--- src/rtl/zero_mem_bridge.sv ---
// zero_mem_bridge: single-port bridge between the zerocore fetch/LSU request
// ports and the simulation RAMHelper.
//
// Ports
//   clk, rst               core clock, asynchronous active-low reset
//   if_req_*  / if_resp_*  instruction fetch request / one-cycle response
//   d_req_*   / d_resp_*   load/store request / one-cycle response
//   ram_*                  RAMHelper read (combinational) and write ports
//
// One request is accepted per cycle. When both requesters are valid, the one
// not granted last wins. Byte addresses become 64-bit word indices relative
// to MEM_BASE. Responses are registered and appear in the cycle after accept.
module zero_mem_bridge #(
  parameter logic [63:0] MEM_BASE = 64'h8000_0000
) (
  input  logic        clk,
  input  logic        rst,

  input  logic        if_req_valid,
  output logic        if_req_ready,
  input  logic [63:0] if_req_addr,
  output logic        if_resp_valid,
  output logic [31:0] if_resp_data,
  output logic        if_resp_err,

  input  logic        d_req_valid,
  output logic        d_req_ready,
  input  logic        d_req_wen,
  input  logic [63:0] d_req_addr,
  input  logic [1:0]  d_req_size,
  input  logic        d_req_unsigned,
  input  logic [63:0] d_req_wdata,
  output logic        d_resp_valid,
  output logic [63:0] d_resp_rdata,
  output logic        d_resp_err,

  output logic        ram_ren,
  output logic [63:0] ram_rIdx,
  input  logic [63:0] ram_rdata,
  output logic        ram_wen,
  output logic [63:0] ram_wIdx,
  output logic [63:0] ram_wdata,
  output logic [63:0] ram_wmask
);

  typedef enum logic {GrantIf, GrantD} grantT;

  grantT       lastGrantQ;
  logic        ifRespValidQ, dRespValidQ;
  logic [31:0] ifRespDataQ;
  logic [63:0] dRespDataQ;
  logic        ifRespErrQ, dRespErrQ;

  logic        ifReady, dReady;
  logic        ifErr, dErr, dMisalign;
  logic [63:0] ifIdx, dIdx;
  logic [31:0] ifInstr;
  logic [5:0]  dShift;
  logic [63:0] sizeMask;
  logic [63:0] loadShifted;
  logic [63:0] loadExt;

  // Arbiter: readies are forced low in reset so nothing is accepted or written.
  always_comb begin
    ifReady = 1'b0;
    dReady  = 1'b0;
    if (rst) begin
      if (if_req_valid && d_req_valid) begin
        if (lastGrantQ == GrantIf) begin
          dReady = 1'b1;
        end else begin
          ifReady = 1'b1;
        end
      end else begin
        ifReady = if_req_valid;
        dReady  = d_req_valid;
      end
    end
  end

  assign if_req_ready = ifReady;
  assign d_req_ready  = dReady;

  // Address decode
  assign ifIdx  = (if_req_addr - MEM_BASE) >> 3;
  assign dIdx   = (d_req_addr - MEM_BASE) >> 3;
  assign ifErr  = (if_req_addr < MEM_BASE) || (if_req_addr[1:0] != 2'b00);
  assign dShift = {d_req_addr[2:0], 3'b000};

  always_comb begin
    dMisalign = 1'b0;
    sizeMask  = 64'hFFFF_FFFF_FFFF_FFFF;
    case (d_req_size)
      2'd0: begin
        dMisalign = 1'b0;
        sizeMask  = 64'h0000_0000_0000_00FF;
      end
      2'd1: begin
        dMisalign = d_req_addr[0];
        sizeMask  = 64'h0000_0000_0000_FFFF;
      end
      2'd2: begin
        dMisalign = |d_req_addr[1:0];
        sizeMask  = 64'h0000_0000_FFFF_FFFF;
      end
      default: begin
        dMisalign = |d_req_addr[2:0];
        sizeMask  = 64'hFFFF_FFFF_FFFF_FFFF;
      end
    endcase
  end

  assign dErr = (d_req_addr < MEM_BASE) || dMisalign;

  // Load alignment and extension
  assign loadShifted = ram_rdata >> dShift;

  always_comb begin
    loadExt = loadShifted;
    case (d_req_size)
      2'd0: loadExt = d_req_unsigned ? {56'h0, loadShifted[7:0]}
                                     : {{56{loadShifted[7]}}, loadShifted[7:0]};
      2'd1: loadExt = d_req_unsigned ? {48'h0, loadShifted[15:0]}
                                     : {{48{loadShifted[15]}}, loadShifted[15:0]};
      2'd2: loadExt = d_req_unsigned ? {32'h0, loadShifted[31:0]}
                                     : {{32{loadShifted[31]}}, loadShifted[31:0]};
      default: loadExt = loadShifted;
    endcase
  end

  assign ifInstr = if_req_addr[2] ? ram_rdata[63:32] : ram_rdata[31:0];

  // RAM port drive; errored requests are accepted but never touch the RAM.
  always_comb begin
    ram_ren   = 1'b0;
    ram_rIdx  = 64'h0;
    ram_wen   = 1'b0;
    ram_wIdx  = 64'h0;
    ram_wdata = 64'h0;
    ram_wmask = 64'h0;
    if (ifReady && !ifErr) begin
      ram_ren  = 1'b1;
      ram_rIdx = ifIdx;
    end else if (dReady && !dErr) begin
      if (d_req_wen) begin
        ram_wen   = 1'b1;
        ram_wIdx  = dIdx;
        ram_wdata = d_req_wdata << dShift;
        ram_wmask = sizeMask << dShift;
      end else begin
        ram_ren  = 1'b1;
        ram_rIdx = dIdx;
      end
    end
  end

  // Response registers; a pending response is dropped by reset.
  always_ff @(posedge clk or negedge rst) begin
    if (!rst) begin
      lastGrantQ   <= GrantIf;
      ifRespValidQ <= 1'b0;
      ifRespDataQ  <= 32'h0;
      ifRespErrQ   <= 1'b0;
      dRespValidQ  <= 1'b0;
      dRespDataQ   <= 64'h0;
      dRespErrQ    <= 1'b0;
    end else begin
      ifRespValidQ <= ifReady;
      dRespValidQ  <= dReady;
      if (ifReady) begin
        lastGrantQ  <= GrantIf;
        ifRespDataQ <= ifErr ? 32'h0 : ifInstr;
        ifRespErrQ  <= ifErr;
      end
      if (dReady) begin
        lastGrantQ <= GrantD;
        dRespDataQ <= (dErr || d_req_wen) ? 64'h0 : loadExt;
        dRespErrQ  <= dErr;
      end
    end
  end

  assign if_resp_valid = ifRespValidQ;
  assign if_resp_data  = ifRespDataQ;
  assign if_resp_err   = ifRespErrQ;
  assign d_resp_valid  = dRespValidQ;
  assign d_resp_rdata  = dRespDataQ;
  assign d_resp_err    = dRespErrQ;

endmodule

--- config.mk ---
export PLATFORM = sky130hd
export DESIGN_NAME = zero_mem_bridge
export DESIGN_NICKNAME = d
export VERILOG_FILES = /design/src/rtl/zero_mem_bridge.sv
export SDC_FILE = /design/constraint.sdc
export NUM_CORES = 1
export LEC_CHECK = 0
export ABC_AREA = 0
export CAP_MARGIN = 20
export CORE_AREA = 5 5 239 241
export CTS_CLUSTER_DIAMETER = 120
export DETAILED_ROUTE_END_ITERATION = 10
export DIE_AREA = 0 0 244 246
export PLACE_DENSITY = 0.47
export SYNTH_ARGS = -nofsm -noshare
export SYNTH_HDL_FRONTEND = slang
export SYNTH_SLANG_ARGS = --single-unit
--- constraint.sdc ---
create_clock -name clk -period 7.6 [get_ports clk]
set_clock_uncertainty 0.1 [all_clocks]
set_input_delay 0.76 -clock clk [delete_from_list [all_inputs] [get_ports clk]]
set_output_delay 0.76 -clock clk [all_outputs]
set_load 0.05 [all_outputs]
* After elaboration in Yosys (flattened, before gate mapping)
Index checks and enable logic that the tools add are counted.
** Cells by class
- Add/subtract/negate cells :: 2
- Magnitude comparators :: 2
- Equal/unequal tests :: 2
- Shifts and indexed selects :: 3
- Mux-type cells :: 35
- Reduce and logical (&&, ||, !) cells :: 13
** Operators by type and width (number)
- two-way mux 64 bit :: 10
- case mux 64 bit (3 select lines) :: 2
- two-way mux 61 bit :: 6
- < comparator 64 x 32 -> 1 bit, second input constant :: 2
- << shifter 64 x 6 -> 64 bit :: 2
- subtractor 64 x 32 -> 64 bit, second input constant :: 2
- two-way mux 32 bit :: 2
- >> shifter 64 x 6 -> 64 bit :: 1
- two-way mux 1 bit :: 14
- nonzero test 2 bit :: 2
- logical AND 1 bit :: 3
- logical OR 1 bit :: 3
- case mux 1 bit (3 select lines) :: 1
- OR reduction 3 bit :: 1
- equality test 2 x 1 -> 1 bit, second input constant :: 1
- equality test 2 bit, second input constant :: 1
- zero test 1 bit :: 2
- zero test 2 bit :: 1
- OR reduction 2 bit :: 1
** Storage, ports and cells
- Flip-flop bits (word level) :: 101
- Input bits :: 264

* Depth between registers and ports, before layout
- Depth in word-level cells :: 7
- Gate-level depth with buffers :: 11
- Depth with buffers taken out :: 7

* Worst setup path after synthesis
OpenSTA, ideal clock, no wires.
- Kind :: input port to output port
- Start point :: input d_req_addr[0]
- End point :: output ram_wmask[41]
- Arrival time :: 5761 ps
- Required time :: 6740 ps
- Path slack :: 979 ps
- Cell stages on the path :: 8
- Path buffers :: 6
- Path through :: buf_4 buf_2 buf_2 buf_2 buf_4 nor3_1 a2111oi_0 buf_4
** Between the ends
- Longest elaborated chain between the ends :: 7
** Ends and longest elaborated chain
- start, declared :: RTL line 29 : input logic [63:0] d_req_addr,
- branches (longest 5 deep; another with < comparator 64 x 32 -> 1 bit)
- two-way mux 64 bit (*) :: RTL line 144 : end else if (dReady && !dErr) begin
- two-way mux 64 bit (*) :: RTL line 141 : if (ifReady && !ifErr) begin
- end, declared :: RTL line 43 : output logic [63:0] ram_wmask
Every way passes the cells marked *.

* Final worst setup path
- Start point :: input d_req_size[0]
- End point :: output ram_wmask[36]
** Between the ends
- Longest elaborated chain between the ends :: 7
** Ends and longest elaborated chain
- start, declared :: RTL line 30 : input logic [1:0] d_req_size,
- branches (longest 5 deep; another with case mux 64 bit (3 select lines))
- two-way mux 64 bit (*) :: RTL line 144
- two-way mux 64 bit (*) :: RTL line 141
Marks and branches as above.

==> metrics.cfg <==
[logic_synthesis]
synth_top_area_share_pct=23.65
yosys-top-cells-count=nor2_1 (127), mux2i_1 (110), nand2_1 (109), dfrtp_1 (101), buf_4 (66)
synth_edf_count=0
post-synth-top-count-cell=nor2_1
ys_seq_area_share_pct=23.65
ys_warn_count=0
ys_seq_elements=101
ys_types=65
syn_area_sq_um=10690
async_flop_share_pct=100.0
synth_ff_type=dfrtp_1
synthCells=1251
synth_area_leader_cell=dfrtp_1
netlist_top_cells_area=dfrtp_1 (24%), mux2i_1 (10%), mux4_2 (8.0%), buf_4 (4.6%), nor2_1 (4.5%)
syn_area_per_cell_sq_um=8.541

[die]
initial_utilization_pct=19.55
num_rows=86
design.portCount=624
die_y_um=246
core-area_sq_um=54660
dieArea_sq_um=60020
die_x_um=244

[clocking]
post_cts_resized=0
ctsLongestPathBuffers=2
cts_hold_buf=0
cts_buffers=9
h-tree-depth=3
clk_pin_slew_ns=0.08
cts_tree=done
clk_latency_ns=0.36
root_buffer=clkbuf_16
cts.sinks=101
cts_setup_buffers=0

[place]
dpl.hpwl_um=52820
gp_congestion=0.8841
io_buffers=617
dp.cells=2422

[route]
routed_via_density=5.032
wl_per_cell_um=26.77
detail-route-antenna-nets=0
wirelength_um=65310
drc=0
drtIter0Drc=925
drtPass1Iterations=5
vias=12279

[sta]
fmax_mhz=175.3
min_period_ns=5.705
hold_viol=0
fin_tns_setup_ns=0
setup_viol=0
worst-slew-pin-transition_ns=1.090
finalCritPeriodShare_pct=75.07
drv_slew=0
relSlewSlack_pct=26.99
rsz0062_at_grt=no

[worst_setup_path]
endpoint_kind=output pin
worstPathMaxFanout=26
critPathCapture=ram_wmask[36]
crit_start=d_req_size[0]
required_ns=6.74
r2r_end=if_resp_data[2]
setup.worst_path.class=in2out
crit_path_start_kind=input port
worstReg2RegStart=lastGrantQ
reg2reg_depth=5
cp.arrival_ns=4.85
r2r_slack_ns=4.97

[cells_and_area]
final_util_pct=31.91
finalNonFillerCells=2440
post_route_cells_drive_above_1_share_pct=9.107
area_delta_synth_final_pct=63.22
fin_nets=1996

[global_routing]
grt_usage_pct=20.35
grt-ovfl-total=0
grt_pass1_wl_um=92160
grt_pass1_vias=12488
antenna_found_initial=5
grt_start_max_net_pins=85

[power_and_ir_drop]
p_sw_uw=951.5
p_int_mw=1.229
vdd_drop_max_mv=0.1006
clkPwrFrac_pct=23.3
swShare_pct=43.63
seq_power_share_pct=28.5
leakagePower_nw=6.634
power_density_nw_per_um2=125.0
comb_power_share_pct=48.2

[flow_run]
maxCapViolCount=0

[hold_path]
hold_path_class=in2async

[status]
status=finished, final reports clean

-- cell usage in the layout (no fill, tap or decap), drive strengths merged, types with 4 or more instances in the layout --
cell type | Yosys | final
clkdlybuf4s50 | 0 | 585
nor2 | 127 | 127
mux2i | 110 | 110
nand2 | 109 | 109
dfrtp | 101 | 101
o21ai | 68 | 68
buf | 119 | 58
a22o | 52 | 52
mux4 | 38 | 38
o22ai | 33 | 33
and2 | 33 | 33
a32o | 32 | 32
xnor2 | 30 | 30
xor2 | 29 | 29
and3 | 25 | 25
nor2b | 22 | 22
a21oi | 21 | 21
nor3 | 20 | 20
a211oi | 18 | 18
nor4 | 18 | 18
inv | 13 | 17
o211ai | 16 | 16
mux2 | 16 | 16
nand3 | 15 | 15
o2bb2ai | 14 | 14
a211o | 14 | 14
a22oi | 13 | 13
a31oi | 11 | 11
or4 | 11 | 11
nand4 | 10 | 10
clkbuf | 62 | 10
a32oi | 8 | 8
a2bb2oi | 7 | 7
conb | 1 | 6
nand4b | 5 | 5
or3 | 4 | 4
clkinv | 1 | 4
-- worst max-delay path, cell delays in order --
cell,delay [ns]
clkdlybuf4s50_1,0.78
clkinv_1,0.45
nor2_2,0.79
nor2_1,0.32
o32a_1,0.37
nor2_1,0.44
clkdlybuf4s50_1,0.93
-- how the worst min path moves through the flow --
stage / from / endpoint / slack (ns) / cells past startpoint
2_1_floorplan: rst / d_resp_err / 0.36 / 0
3_3_place_gp: d_resp_rdata[6] / d_resp_rdata[6] / 0.37 / 2
6_report: rst / if_resp_err / 0.18 / 1
5_1_grt: rst / if_resp_data[31] / 0.20 / 1
3_5_place_dp: if_resp_data[12] / if_resp_data[12] / 0.37 / 2
4_1_cts: rst / if_resp_data[23] / 0.19 / 1
-- through the flow --
| stage | setup slack (ns) | cell area [sq um] | power, mW | hold slack [ns] |
|---|---|---|---|---|
| after floorplan | 0.9790 | 10700 | 1.205 | 0.3644 |
| after global placement | 1.977 | 17080 | 1.684 | 0.3691 |
| after detailed placement | 1.919 | 17120 | 1.687 | 0.3712 |
| after CTS | 1.916 | 17430 | 2.200 | 0.1884 |
| after global routing | 1.532 | 17440 | 2.274 | 0.1970 |
| final | 1.895 | 17440 | 2.181 | 0.1843 |
-- power by group through the flow --
stage	combinational (mW)	clock [mW]	sequential, mW
3_3_place_gp	1.05	0	0.633
2_1_floorplan	0.406	0	0.800
4_1_cts	1.06	0.520	0.623
6_report	1.05	0.507	0.622
3_5_place_dp	1.05	0	0.633
5_1_grt	1.11	0.540	0.629
-- layout make-up --
type                            count  area (sq um)
Fill cell                        5739         37220
Timing Repair Buffer              644          6513
Tap cell                          704         880.8
Clock buffer                        9         225.2
Sequential cell                   101          2527
Multi-Input combinational cell    960          7153
Inverter                           14         52.55
Clock inverter                      7         86.33
Antenna cell                        1         2.502
-- flip-flops by register name (all words and copies together), names as in the netlist --
register and flops:
d_resp_valid 1, if_resp_data 32, if_resp_err 1, d_resp_rdata 64, if_resp_valid 1, d_resp_err 1
lastGrantQ 1
-- cells by family after synthesis --
logic type	after synthesis	share of synthesized area [%]
simple gates	412	19.64
fa+ha+maj	2	0.2342
buf+inv	195	9.883
flops	101	23.65
other cells	1	0.03510
xor+xnor	59	4.836
compound gates	317	21.72
mux	164	20.00
-- metal layers --
layer / GRT usage (%) / vias to the layer above / share of wire, %
met5: 0 / - / 0.052
met4: 2.672 / 6 / 1.3
met3: 4.871 / 46 / 6.9
met2: 36.62 / 553 / 51
met1: 25.45 / 6108 / 40
li1: - / 5566 / -
Note: power is estimated with default switching activity, not from simulation.
